==> config.mk <==
export PLATFORM = sky130hd
export DESIGN_NAME = fetch_pc_stage
export DESIGN_NICKNAME = d
export VERILOG_FILES = /design/src/rtl/fetch_pc_stage.sv
export SDC_FILE = /design/constraint.sdc
export NUM_CORES = 1
export LEC_CHECK = 0
export CAP_MARGIN = 25
export CORE_AREA = 2 2 119 92
export CTS_CLUSTER_SIZE = 24
export DETAILED_ROUTE_END_ITERATION = 10
export DIE_AREA = 0 0 121 94
export GPL_TIMING_DRIVEN = 0
export PLACE_DENSITY_LB_ADDON = 0.1
export SYNTH_ARGS = -nofsm -noshare
export SYNTH_HDL_FRONTEND = slang
export SYNTH_SLANG_ARGS = --single-unit
==> constraint.sdc <==
create_clock -name clock -period 1.55 [get_ports clock]
set_input_delay 0.2325 -clock clock [delete_from_list [all_inputs] [get_ports clock]]
set_output_delay 0.2325 -clock clock [all_outputs]
set_load 0.1 [all_outputs]
==> src/rtl/fetch_pc_stage.sv <==
// Fetch front end: owns the PC, addresses the instruction register and
// fills the IF/ID register under decode back-pressure and redirects.
module fetch_pc_stage #(
    parameter int WORD_SIZE     = 32,
    parameter int REGISTER_SIZE = 64,
    parameter int RESET_PC      = 0
) (
    input  logic                 clock,
    input  logic                 reset,
    input  logic                 fetch_enable,
    input  logic                 redirect_valid,
    input  logic [WORD_SIZE-1:0] redirect_pc,
    output logic [WORD_SIZE-1:0] pc,
    input  logic [WORD_SIZE-1:0] instruction,
    output logic                 id_valid,
    input  logic                 id_ready,
    output logic [WORD_SIZE-1:0] id_instruction,
    output logic [WORD_SIZE-1:0] id_pc,
    output logic [WORD_SIZE-1:0] fetch_count
);

    localparam int AW = $clog2(REGISTER_SIZE);
    localparam logic [AW-1:0] RESET_IDX = AW'(RESET_PC);

    logic [AW-1:0] pc_q;
    logic          load;
    logic          transfer;
    logic          unused_hi;

    // Only the low index bits address the instruction register.
    assign pc        = {{(WORD_SIZE-AW){1'b0}}, pc_q};
    assign unused_hi = ^redirect_pc[WORD_SIZE-1:AW];

    assign load     = !id_valid || id_ready;
    assign transfer = id_valid && id_ready;

    always_ff @(posedge clock) begin
        if (reset) begin
            pc_q           <= RESET_IDX;
            id_valid       <= 1'b0;
            id_instruction <= '0;
            id_pc          <= '0;
            fetch_count    <= '0;
        end else begin
            if (transfer) begin
                fetch_count <= fetch_count + 1'b1;
            end
            if (redirect_valid) begin
                pc_q     <= redirect_pc[AW-1:0];
                id_valid <= 1'b0;
            end else if (load) begin
                if (fetch_enable) begin
                    id_instruction <= instruction;
                    id_pc          <= pc;
                    id_valid       <= 1'b1;
                    pc_q           <= pc_q + 1'b1;
                end else begin
                    id_valid <= 1'b0;
                end
            end
        end
    end

endmodule

==> impl_metrics.yaml <==
placed_design:
  dpl_cell_area_mm2: 0.00523
  io_buffers: 118
  place_congestion: 0.753
  hpwl_mm: 6.99
  placed_cells: 735
layout:
  n_fill_cell: 970
  design_area_mm2: 0.00577
  areaGrowthSynthToFinish_pct: 64.4
  n_antenna_cell: 0
  drive_gt1_frac: 0.361
  fin_cells: 767
  nets: 697
  regArea_mm2: 0.00166
  multi_input_area_mm2: 0.00176
die:
  start_util: 0.346
  coreArea_mm2: 0.0101
  rows: 32
  pin_count: 198
  die-area_mm2: 0.0114
  die_h_um: 94
  chipWidth_um: 121
grt:
  grt_pass1_vias: 3009
  grt_usage: 0.165
  grt_max_degree: 14
  grt_overflow: 0
  grt_first_pass_wirelength_mm: 14.6
  antenna_found_initial: 0
synth:
  netlist_top_cells_area: "dfxtp_1, buf_4, nand2_1"
  synth_area_mm2: 0.00351
  synth_top_area_frac: 0.439
  yosysMostFrequentCell: "nand2_1"
  synth_flop_cell: "dfxtp_1"
  synth_cell_types: 33
  yosysTopAreaCell: "dfxtp_1"
  synth_seq_cells: 77
  synth_common_cells: "nand2_1, dfxtp_1, buf_4"
  yosys_warnings: 0
  seq_area_frac_synth: 0.439
  synth_area_per_cell_um2: 8.16
  synth_edf_count: 0
  async_flop_share: 0
  synth_cells: 430
clock_network:
  cts_tree: "yes"
  htreeDepth: 3
  cts.sinks: 77
  cts_buffer_depth: 2
  cts_made_buffers: 9
  cts-root-buf: "clkbuf_16"
  clk_latency_ns: 0.33
  clk_pin_slew_ns: 0.06
route:
  antenna_left: 0
  drt_first_pass_iters: 4
  drt-vias-per-instance: 4.31
  vias: 3308
  drc: 0
  routedWlPerCell_um: 12.3
  wirelength_mm: 9.44
  drt_iter0_drc: 88
worst_setup_path:
  reg2reg_from: "fetch_count[0]"
  cp-end-kind: "output pin"
  slowest_delay_ns: 0.57
  crit_type: "reg2out"
  critPathBufInv: 1
  setup.worst_path.end: "fetch_count[0]"
  worstPathRequired_ns: 1.32
  r2r_slack_ns: 0.06
  worstSetupStartpointType: "register"
  r2r-end: "fetch_count[28]"
  ff2ff_path_depth: 7
  cp_data_arrival_time_ns: 1.28
  crit_cells: 1
  crit_family: "buffers and inverters"
  worstPathMaxFanout: 5
  critPathLaunch: "fetch_count[0]"
  path_cells: "clkdlybuf4s15_2"
  crit_slowest_cell: "clkdlybuf4s15_2"
timing:
  setup_viol: 0
  period_minus_slack_ns: 1.52
  slew_viol_final: 0
  rsz0062_at_grt: "true"
  hold_violations: 0
  tightestPinTransition_ns: 0.567
  fmax_mhz: 659
  fin_skew_ns: 0.00551
  timing.slew.headroom: 0.624
  fin_crit_sh: 0.979
pwr:
  power_w: 0.00546
  ir_drop_v: 0.000549
  p_leak_nw: 2.34
  power_density_mw_per_mm2: 945
flow_run:
  maxCapViolCount: 0
run_status:
  outcome: "finished clean"
hold_path:
  hp-class: "in2reg"
-- registers in the layout, indices dropped and copies added (netlist names) --
signal and cells:
fetch_count 32, id_instruction 32, id_pc 6, pc_q 6, id_valid 1
-- metal layers --
metal  wire length, um  global-route usage  vias to the layer above
li1                  -                   -                     1705
met3               847              0.0619                       16
met5                 0                   0                        -
met1              4350               0.207                     1458
met4               199              0.0669                        0
met2              4040               0.254                      129
-- layout by cell type, fill, tap and decap left out, types with 3 or more instances in the layout --
cell,instances
dfxtp_4,30
nand2_1,97
nor2_1,32
clkdlybuf4s15_2,68
o21ai_0,6
buf_6,3
clkdlybuf4s50_1,38
nand3_1,15
conb_1,52
xor2_1,22
and3_1,5
clkinv_2,5
a21oi_1,47
buf_4,68
xnor2_1,8
clkdlybuf4s18_2,6
nand4_1,9
and4_1,3
clkbuf_1,9
or3_1,7
dfxtp_1,41
clkbuf_16,10
dfxtp_2,6
buf_2,4
nand3_2,5
-- through the flow --
step	worst slack (ns)	TNS [ns]	util	hold WS, ns
after global placement	-0.598	-41.07	0.517	0.442
after global routing	-0.0535	-0.0684	0.570	0.265
after CTS	0.000565	0	0.555	0.355
after detailed placement	-0.626	-42.40	0.517	0.446
after floorplan	-0.0982	-0.836	-	0.296
final	0.0331	0	0.570	0.259
-- cell type report --
| type | count | share of cell area |
|---|---|---|
| Buffer | 71 | 0.0876 |
| Clock buffer | 11 | 0.0440 |
| Clock inverter | 5 | 0.00434 |
| Inverter | 2 | 0.00130 |
| Multi-Input combinational cell | 331 | 0.305 |
| Sequential cell | 77 | 0.288 |
| Tap cell | 136 | 0.0295 |
| Timing Repair Buffer | 134 | 0.240 |
-- power breakdown --
| part | leakage (nW) | switching, W | total [W] | internal (W) |
|---|---|---|---|---|
| Clock | 0.144 | 0.000805 | 0.00197 | 0.00117 |
| Combinational | 1.55 | 0.00114 | 0.00145 | 0.000315 |
| Sequential | 0.652 | 0.0000421 | 0.00203 | 0.00199 |
-- cell families after synthesis --
kind of cell / after synthesis / synth area share
AOI/OAI and AO/OA: 58 / 0.0873
xor gates and xnor gates: 30 / 0.0749
adders and majority gates: 2 / 0.00713
buffers and inverters: 73 / 0.137
DFF: 77 / 0.439
other: 1 / 0.00107
and+or+nand+nor: 189 / 0.253
-- repair_timing --
action / in CTS / in global routing
hold endpoints to repair: 0 / 0
gates resized for setup: 239 / 27
buffers inserted: 1 / 15
pin swaps: 1 / 9
hold buffers: 0 / 0
setup endpoints to repair: 121 / 50
-- worst min path at each step --
stage	startpoint	depth (start not counted)	endpoint
global placement	id_instruction[5]	2	id_instruction[5]
finish	fetch_enable	3	id_valid
global route	fetch_enable	3	id_valid
detailed placement	id_instruction[20]	2	id_instruction[20]
CTS	redirect_valid	2	id_valid
floorplan	redirect_valid	1	id_valid
No activity file was read; power rests on OpenSTA's default activity.
